$ cat config.mk
export PLATFORM = sky130hd
export DESIGN_NAME = axi_stream_strip_header
export DESIGN_NICKNAME = d
export VERILOG_FILES = /design/src/rtl/axi_stream_strip_header.sv
export SDC_FILE = /design/constraint.sdc
export NUM_CORES = 1
export LEC_CHECK = 0
export CORE_MARGIN = 2
export CORE_UTILIZATION = 45
export CTS_CLUSTER_DIAMETER = 30
export DETAILED_ROUTE_END_ITERATION = 6
export PLACE_DENSITY = 0.74
export RECOVER_POWER = 50
export SKIP_LAST_GASP = 1
export SYNTH_ARGS = -nofsm -noshare
export SYNTH_HDL_FRONTEND = slang
export SYNTH_SLANG_ARGS = --single-unit
$ cat constraint.sdc
create_clock -name clk -period 3.5 [get_ports clk]
set_clock_uncertainty 0.2 [all_clocks]
set_input_delay 0.525 -clock clk [delete_from_list [all_inputs] [get_ports clk]]
set_output_delay 0.525 -clock clk [all_outputs]
set_load 0.02 [all_outputs]
$ cat src/rtl/axi_stream_strip_header.sv
// Removes a strip_len-byte header from the front of an AXI-Stream packet.
// The header goes out on its own channel and the payload is re-packed MSB-aligned.
module axi_stream_strip_header #(
  parameter int DATA_WD      = 32,
  parameter int DATA_BYTE_WD = DATA_WD / 8,
  parameter int LEN_WD       = $clog2(DATA_BYTE_WD + 1)
) (
  input  logic                    clk,
  input  logic                    rst_n,
  input  logic                    valid_in,
  input  logic [DATA_WD-1:0]      data_in,
  input  logic [DATA_BYTE_WD-1:0] keep_in,
  input  logic                    last_in,
  output logic                    ready_in,
  input  logic [LEN_WD-1:0]       strip_len,
  output logic                    valid_hdr,
  output logic [DATA_WD-1:0]      hdr_out,
  output logic [DATA_BYTE_WD-1:0] keep_hdr,
  input  logic                    ready_hdr,
  output logic                    valid_out,
  output logic [DATA_WD-1:0]      data_out,
  output logic [DATA_BYTE_WD-1:0] keep_out,
  output logic                    last_out,
  input  logic                    ready_out
);

  typedef enum logic [1:0] {FIRST, BODY, FLUSH} state_t;

  localparam logic [LEN_WD-1:0] BYTES = LEN_WD'(DATA_BYTE_WD);

  function automatic logic [DATA_BYTE_WD-1:0] msb_ones(input logic [LEN_WD-1:0] n);
    logic [DATA_BYTE_WD-1:0] m;
    m = '0;
    for (int i = 0; i < DATA_BYTE_WD; i++)
      if (i < int'(n)) m[DATA_BYTE_WD-1-i] = 1'b1;
    return m;
  endfunction

  function automatic logic [LEN_WD-1:0] popcnt(input logic [DATA_BYTE_WD-1:0] k);
    logic [LEN_WD-1:0] c;
    c = '0;
    for (int i = 0; i < DATA_BYTE_WD; i++) c = c + LEN_WD'(k[i]);
    return c;
  endfunction

  function automatic logic [DATA_WD-1:0] byte_mask(input logic [DATA_BYTE_WD-1:0] k);
    logic [DATA_WD-1:0] m;
    for (int i = 0; i < DATA_BYTE_WD; i++) m[8*i +: 8] = {8{k[i]}};
    return m;
  endfunction

  state_t                  state_q, state_d;
  logic [LEN_WD-1:0]       len_q, len_d;
  logic [DATA_WD-1:0]      res_q, res_d;
  logic [LEN_WD-1:0]       res_cnt_q, res_cnt_d;
  logic                    valid_out_q, valid_out_d;
  logic [DATA_WD-1:0]      data_out_q, data_out_d;
  logic [DATA_BYTE_WD-1:0] keep_out_q, keep_out_d;
  logic                    last_out_q, last_out_d;
  logic                    valid_hdr_q, valid_hdr_d;
  logic [DATA_WD-1:0]      hdr_q, hdr_d;
  logic [DATA_BYTE_WD-1:0] keep_hdr_q, keep_hdr_d;

  logic                    pay_free, hdr_free, accept;
  logic [DATA_WD-1:0]      din_m;
  logic [LEN_WD-1:0]       k_in, l_in, rem_len, body_keep_n;

  // Bytes beyond keep_in are zeroed up front so every shift below zero-fills naturally.
  assign din_m       = data_in & byte_mask(keep_in);
  assign k_in        = popcnt(keep_in);
  assign l_in        = (strip_len > BYTES) ? BYTES : strip_len;
  assign rem_len     = BYTES - len_q;
  assign body_keep_n = rem_len + k_in;

  assign pay_free = !valid_out_q || ready_out;
  assign hdr_free = !valid_hdr_q || ready_hdr;
  assign ready_in = rst_n && (state_q != FLUSH) && pay_free && ((state_q != FIRST) || hdr_free);
  assign accept   = valid_in && ready_in;

  always_comb begin
    state_d     = state_q;
    len_d       = len_q;
    res_d       = res_q;
    res_cnt_d   = res_cnt_q;
    valid_out_d = valid_out_q && !ready_out;
    data_out_d  = data_out_q;
    keep_out_d  = keep_out_q;
    last_out_d  = last_out_q;
    valid_hdr_d = valid_hdr_q && !ready_hdr;
    hdr_d       = hdr_q;
    keep_hdr_d  = keep_hdr_q;
    case (state_q)
      FIRST: if (accept) begin
        len_d = l_in;
        if (l_in == '0) begin
          valid_out_d = 1'b1;
          data_out_d  = din_m;
          keep_out_d  = keep_in;
          last_out_d  = last_in;
          state_d     = last_in ? FIRST : BODY;
        end else begin
          valid_hdr_d = 1'b1;
          hdr_d       = din_m & byte_mask(msb_ones(l_in));
          keep_hdr_d  = keep_in & msb_ones(l_in);
          res_d       = din_m << {l_in, 3'b000};
          res_cnt_d   = (k_in > l_in) ? k_in - l_in : '0;
          if (!last_in)         state_d = BODY;
          else if (k_in > l_in) state_d = FLUSH;
          else                  state_d = FIRST;
        end
      end
      BODY: if (accept) begin
        valid_out_d = 1'b1;
        if (len_q == '0) begin
          data_out_d = din_m;
          keep_out_d = keep_in;
          last_out_d = last_in;
          state_d    = last_in ? FIRST : BODY;
        end else begin
          // Residue is held MSB-aligned, so its W-L bytes sit directly above the new L bytes.
          data_out_d = res_q | (din_m >> {rem_len, 3'b000});
          res_d      = din_m << {len_q, 3'b000};
          keep_out_d = '1;
          last_out_d = 1'b0;
          if (last_in) begin
            if (k_in <= len_q) begin
              keep_out_d = msb_ones(body_keep_n);
              last_out_d = 1'b1;
              state_d    = FIRST;
            end else begin
              res_cnt_d = k_in - len_q;
              state_d   = FLUSH;
            end
          end
        end
      end
      FLUSH: if (pay_free) begin
        valid_out_d = 1'b1;
        data_out_d  = res_q;
        keep_out_d  = msb_ones(res_cnt_q);
        last_out_d  = 1'b1;
        state_d     = FIRST;
      end
      default: state_d = FIRST;
    endcase
  end

  always_ff @(posedge clk or negedge rst_n) begin
    if (!rst_n) begin
      state_q     <= FIRST;
      len_q       <= '0;
      res_q       <= '0;
      res_cnt_q   <= '0;
      valid_out_q <= 1'b0;
      data_out_q  <= '0;
      keep_out_q  <= '0;
      last_out_q  <= 1'b0;
      valid_hdr_q <= 1'b0;
      hdr_q       <= '0;
      keep_hdr_q  <= '0;
    end else begin
      state_q     <= state_d;
      len_q       <= len_d;
      res_q       <= res_d;
      res_cnt_q   <= res_cnt_d;
      valid_out_q <= valid_out_d;
      data_out_q  <= data_out_d;
      keep_out_q  <= keep_out_d;
      last_out_q  <= last_out_d;
      valid_hdr_q <= valid_hdr_d;
      hdr_q       <= hdr_d;
      keep_hdr_q  <= keep_hdr_d;
    end
  end

  assign valid_out = valid_out_q;
  assign data_out  = data_out_q;
  assign keep_out  = keep_out_q;
  assign last_out  = last_out_q;
  assign valid_hdr = valid_hdr_q;
  assign hdr_out   = hdr_q;
  assign keep_hdr  = keep_hdr_q;

endmodule

==> results.json, run 1 <==
{
  "status": "finished with violations",
  "violations": "design-rule violations",
  "nets": 962,
  "clk_path_buf_depth": 2,
  "grt_max_degree": 56,
  "die_h_um": 128.7,
  "ff_latch_area_um2": 2878,
  "numPortBuffers": 120,
  "async_reset_ff_share_pct": 100.0,
  "place_ws_ns": -0.4048,
  "clk_pin_slew_ns": 0.06,
  "via_per_inst": 6.456,
  "syn_to_final_growth_pct": 29.75,
  "postRouteAntennaNets": 0,
  "cts.sinks": 115,
  "seq_area_frac_synth_pct": 41.12,
  "top_level_ports": 121,
  "r2r_cells": 8,
  "globalplace.congestion": 0.9992,
  "synth_area_um2": 6999,
  "irDropWorstVdd_mv": 0.5085,
  "start_util_pct": 46.04,
  "drive_above_1_share_pct": 10.87,
  "vias": 7095,
  "hold_path_depth": 1,
  "maxSlewViolCount": 0,
  "dieArea_um2": 16570,
  "htreeDepth": 4,
  "tightest_slew_ns": 1.155,
  "leakage_nw": 3.914,
  "drv_cap": 0,
  "synth-seq-cells": 115,
  "grt_pass1_wl_um": 38080,
  "synth_cell_types": 73,
  "fin_crit_sh_pct": 94.55,
  "synth_enable_flop_cells": 0,
  "rsz0062_at_grt": "false",
  "tns_ns": 0,
  "worst_slack_ns": 0.1908,
  "drt-initial-drc-count": 941,
  "synth_top_cell_by_area": "dfrtp_1",
  "diodes": 0,
  "avgRoutedWirePerCell_um": 22.83,
  "drc": 11,
  "power.density_nw_per_um2": 1043,
  "start_kind": "input pin",
  "hold_ws_ns": 0.2704,
  "multiInputGateArea_um2": 3754,
  "synthesis.area_per_instance_um2": 8.973,
  "slew-limit-headroom_pct": 23.01,
  "wl_um": 25090,
  "crit_fanout": 3,
  "hpwl_um": 17590,
  "max_freq_mhz": 302.2,
  "ys.warnings.count": 0,
  "die_w_um": 128.7,
  "synth_top_area_share_pct": 41.12,
  "first_global_vias": 6531,
  "antenna_found_initial": 0,
  "drtPass1Iterations": 7,
  "synthCells": 780,
  "rows": 45,
  "cts_tree": "built",
  "syn_nets": 844,
  "synthFlopType": "dfrtp_1",
  "post-route-min-period_ns": 3.309,
  "cts_inserted_buffers": 17,
  "grt.total_usage_pct": 30.79,
  "critPathKind": "input pin to flip-flop",
  "crit_required_ns": 3.60,
  "report.final.hold_viol_count": 0,
  "cts_setup_buffers": 0,
  "clk_latency_ns": 0.43,
  "crit_path_end_kind": "flip-flop",
  "setup_viol": 0,
  "hp-class": "flip-flop to flip-flop",
  "crit_arrival_ns": 3.41,
  "yosys-top-cells-area": "dfrtp_1 41%, nand2_1 5.5%, o21ai_0 5.4%, a22o_1 4.6%, a21oi_1 4.4%",
  "cts-root-buf": "clkbuf_16",
  "grt_remaining_overflow": 0,
  "nFillCells": 1351,
  "fp.coreArea_um2": 15200
}
[layer usage]
layer  share of wire (%)  GRT usage (%)  wire (µm)  vias up
met5                   0              0          0        -
met4                 3.3          13.55        836        0
met3                  11          6.528       2657       66
met2                  43          43.11      10700      462
met1                  43          45.79      10900     3401
li1                    -              -          -     3166
[synthesized netlist by cell type (3+ instances only)]
cell type    n
nor3_1       3
a22o_1      37
a31oi_1     18
dfrtp_1    115
buf_2       18
a22oi_1      3
clkbuf_1    36
a32oi_1     18
mux2_2       9
nand2_1    102
o21ai_1      7
o2bb2ai_1    8
o21ai_0     75
a32o_1       3
and2_1       9
fa_1         4
inv_1       21
nand3_1     31
nor2b_1      6
a21o_1      10
o31ai_1     12
o211ai_1    14
mux2i_1      6
nor2_1      31
nand2b_1     7
a221oi_1     9
o21a_1       9
nand3b_1     3
o221ai_1     6
a21boi_0     7
mux2_1       4
ha_1        15
a21oi_1     61
o22ai_1      9
buf_1        4
a221o_1      5
[placed cells by master (no fill, tap or decap), types with 17 or more instances in the layout]
cell type,Yosys,routed
inv_1,21,21
clkbuf_16,0,17
buf_4,1,36
nor2_1,31,31
nand3_1,31,31
dlygate4sd3_1,0,76
a32oi_1,18,18
a22o_1,37,37
o21ai_0,75,76
a31oi_1,18,18
dfrtp_1,115,115
nand2_1,102,102
a21oi_1,61,61
clkdlybuf4s50_1,0,43
[cell families (layout without fill, tap and decap cells)]
| logic type | count (synthesis) | count (layout) | share of synthesized area, % |
|---|---|---|---|
| xor gates and xnor gates | 4 | 4 | 0.5006 |
| AOI/OAI and AO/OA | 327 | 327 | 31.75 |
| and+or+nand+nor | 212 | 212 | 14.77 |
| DFF | 115 | 115 | 41.12 |
| adders and majority gates | 19 | 19 | 3.826 |
| muxes | 19 | 19 | 2.950 |
| buffers and inverters | 84 | 215 | 5.095 |
[critical path, cell delays in order]
cell and delay, ns:
clkdlybuf4s50_1 0.50, fa_1 0.43, ha_1 0.19, ha_1 0.33
fa_1 0.42, xnor2_1 0.21, xnor2_1 0.16, o211ai_1 0.16
a222oi_1 0.36, o21ai_0 0.12
[path summary, 6_finish.rpt]
| kind | endpoint | from | slack, ns |
|---|---|---|---|
| hold reg to reg | keep_hdr[1] | keep_hdr[1] | 0.27 |
| setup / recovery | keep_out[0] | keep_in[1] | 0.19 |
| max in group asynchronous | res_q[12] | rst_n | 0.62 |
| setup reg to reg | data_out[20] | state_q[1] | 0.24 |
| min in group asynchronous | res_cnt_q[0] | rst_n | 0.30 |
| hold / removal | keep_hdr[1] | keep_hdr[1] | 0.27 |
[registers in the layout, summed over array words and instances (netlist names)]
name       cells
state_q        2
valid_hdr      1
len_q          3
valid_out      1
last_out       1
keep_out       4
res_cnt_q      3
data_out      32
res_q         32
hdr_out       32
keep_hdr       4
[per-stage QoR]
| stage | std cells | total power (W) | instance area, µm² | util [%] |
|---|---|---|---|---|
| after floorplan | 780 | 0.005592 | 6999 | - |
| after global placement | 1066 | 0.007630 | 8468 | 55.70 |
| after detailed placement | 1066 | 0.007667 | 8468 | 55.70 |
| after CTS | 1099 | 0.009541 | 9095 | 59.83 |
| after global routing | 1099 | 0.01000 | 9081 | 59.74 |
| final | 1099 | 0.009472 | 9081 | 59.74 |
[power by group]
part / switching, W / internal (W) / leakage, nW / total [W]
logic: 0.00332 / 0.00208 / 2.13 / 0.00539
clock network: 0.000675 / 0.00114 / 0.290 / 0.00182
registers: 0.000351 / 0.00191 / 1.49 / 0.00226
total: 0.00434 / 0.00513 / 3.91 / 0.00947
[repair_timing]
item                       CTS  global route
hold buffers                 1             0
gates resized for setup      0             2
setup endpoints to repair    0             5
hold endpoints to repair    15             0
[final cells by class]
| cell class | count | share of cell area [%] |
|---|---|---|
| Timing Repair Buffer | 160 | 16.64 |
| Clock inverter | 14 | 1.956 |
| Tap cell | 188 | 2.590 |
| Multi-Input combinational cell | 581 | 41.33 |
| Sequential cell | 115 | 31.69 |
| Clock buffer | 18 | 4.836 |
| Inverter | 23 | 0.9507 |
Power figures use the tool's default switching activity.
==> inputs of run 2 (changes only) <==
clock period = 4.2 ns   (was 3.5 ns; I/O delays follow)
==> run 2 against run 1 <==
Compared with the run above: the run ends with max-capacitance violations, max-slew violations left; clock-buffer cell count increased by 5; sequential power shrank 16%; sequential share of layout area grew 0.63 points; routed wire length shrank 1.8%; hold slack got worse by 0.16 ns; via count shrank 1.2%; setup slack improved by 0.46 ns; register-to-register slack improved by 0.48 ns; sequential cell count unchanged; critical endpoint unchanged; largest cell class unchanged.
==> results.json, run 2 (same netlist as run 1, synthesis figures left out) <==
{
  "cts_hold_repair.buffers": 0,
  "clk_path_buf_depth": 2,
  "finalInstanceArea_um2": 8905,
  "drc": 0,
  "final_cell_mix": "115 x dfrtp_1, 102 x nand2_1, 82 x clkdlybuf4s50_1",
  "avgRoutedWirePerCell_um": 22.84,
  "cts.sinks": 115,
  "power.density_nw_per_um2": 875.6,
  "drive_above_1_share_pct": 8.427,
  "crit_fanout": 5,
  "clk_latency_ns": 0.43,
  "rsz0062_at_grt": "false",
  "cts_setup_buffers": 0,
  "rr_startpoint": "state_q[0]",
  "slew-limit-headroom_pct": -45.96,
  "first_global_vias": 6485,
  "maxSlewViolCount": 84,
  "cts-root-buf": "clkbuf_16",
  "tns_ns": 0,
  "rrSetupSlack_ns": 0.72,
  "critPathKind": "input pin to flip-flop",
  "grt_remaining_overflow": 0,
  "r2r_cells": 8,
  "max_freq_mhz": 281.5,
  "drv_cap": 1,
  "diodes": 0,
  "fin_crit_sh_pct": 84.59,
  "leakage_nw": 3.751,
  "antenna_found_initial": 0,
  "placed_cell_area_um2": 8313,
  "syn_to_final_growth_pct": 27.23,
  "drt-initial-drc-count": 992,
  "crit_path_end_kind": "flip-flop",
  "numPortBuffers": 120,
  "wl_um": 24630,
  "irDropWorstVdd_mv": 0.4464,
  "grt.total_usage_pct": 30.26,
  "setup_viol": 0,
  "start_util_pct": 46.04,
  "final_common_cell": "dfrtp_1",
  "crit_arrival_ns": 3.62,
  "rr_endpoint": "data_out[9]",
  "vias": 7012,
  "dieArea_um2": 16570,
  "grt_max_degree": 84,
  "violations": "max-capacitance violations, max-slew violations",
  "rows": 45,
  "postCtsResizedCells": 0,
  "die_w_um": 128.7,
  "top_level_ports": 121,
  "status": "finished with violations",
  "report.final.hold_viol_count": 0,
  "via_per_inst": 6.505,
  "postRouteAntennaNets": 0,
  "final_core_util_pct": 58.58,
  "globalplace.congestion": 1.007,
  "start_kind": "input pin",
  "hpwl_um": 16860,
  "nets": 942,
  "clk_pin_slew_ns": 0.06,
  "tightest_slew_ns": 2.189,
  "cts_tree": "built",
  "crit_required_ns": 4.27,
  "hp-class": "input pin to asynchronous set/reset pin",
  "drtPass1Iterations": 6,
  "post-route-min-period_ns": 3.553,
  "htreeDepth": 4,
  "die_h_um": 128.7,
  "grt_pass1_wl_um": 37450,
  "cts_inserted_buffers": 17,
  "fp.coreArea_um2": 15200
}
-- run 2: changes by cell type in the layout (fill, tap and decap cells not counted), sizes merged --
| cell | before | now |
|---|---|---|
| clkinv | 5 | 2 |
| inv | 25 | 22 |
| buf | 37 | 19 |
| clkdlybuf4s50 | 43 | 82 |
| clkbuf | 21 | 25 |
| dlygate4sd3 | 76 | 37 |
| dlymetal6s2s | 1 | 0 |
-- run 2: critical path: stages --
cell and delay [ns]:
clkdlybuf4s50_1 0.53, fa_1 0.51, ha_1 0.20, ha_1 0.38, fa_1 0.43, xnor2_1 0.20
xnor2_1 0.16, o211ai_1 0.15, a222oi_1 0.32, o21ai_0 0.11
-- run 2: worst max path at each step --
stage | slack [ns] | startpoint | endpoint
2_1_floorplan | 0.86 | keep_in[0] | res_cnt_q[0]
3_3_place_gp | 0.19 | keep_in[0] | keep_out[0]
3_5_place_dp | 0.18 | keep_in[0] | keep_out[0]
4_1_cts | 0.62 | keep_in[0] | keep_out[0]
5_1_grt | 0.45 | keep_in[0] | keep_out[0]
6_report | 0.65 | keep_in[0] | keep_out[0]
-- run 2: final cells by class --
cell class	count	area (µm²)
fill	1363	6297
multi-input combinational	581	3750
sequential	115	2878
timing repair buffer	140	1343
clock buffer	23	488.0
tap	188	235.2
clock inverter	8	125.1
inverter	23	86.33
-- run 2: per-stage QoR --
| step | setup WS [ns] | std cells | hold slack [ns] | total power [W] |
|---|---|---|---|---|
| global placement | 0.1893 | 1047 | 0.2600 | 0.006144 |
| detailed placement | 0.1784 | 1047 | 0.2663 | 0.006203 |
| floorplan | 0.8632 | 780 | 0.1344 | 0.004660 |
| global route | 0.4451 | 1078 | 0.1459 | 0.008211 |
| CTS | 0.6224 | 1078 | 0.05646 | 0.007763 |
| finish | 0.6471 | 1078 | 0.1109 | 0.007797 |
-- run 2: metal layers --
layer / vias up / routed length (µm) / GRT usage, % / part of all wire, %
met5: - / 0 / 0 / 0
met4: 0 / 998 / 15.92 / 4.1
met3: 86 / 2748 / 7.484 / 11
met2: 478 / 10360 / 42.27 / 42
met1: 3318 / 10520 / 43.31 / 43
li1: 3130 / - / - / -
-- run 2: report_power, final --
group          switching [W]  internal (W)
combinational        0.00274       0.00165
sequential          0.000302       0.00160
clock               0.000524      0.000990
total                0.00356       0.00423
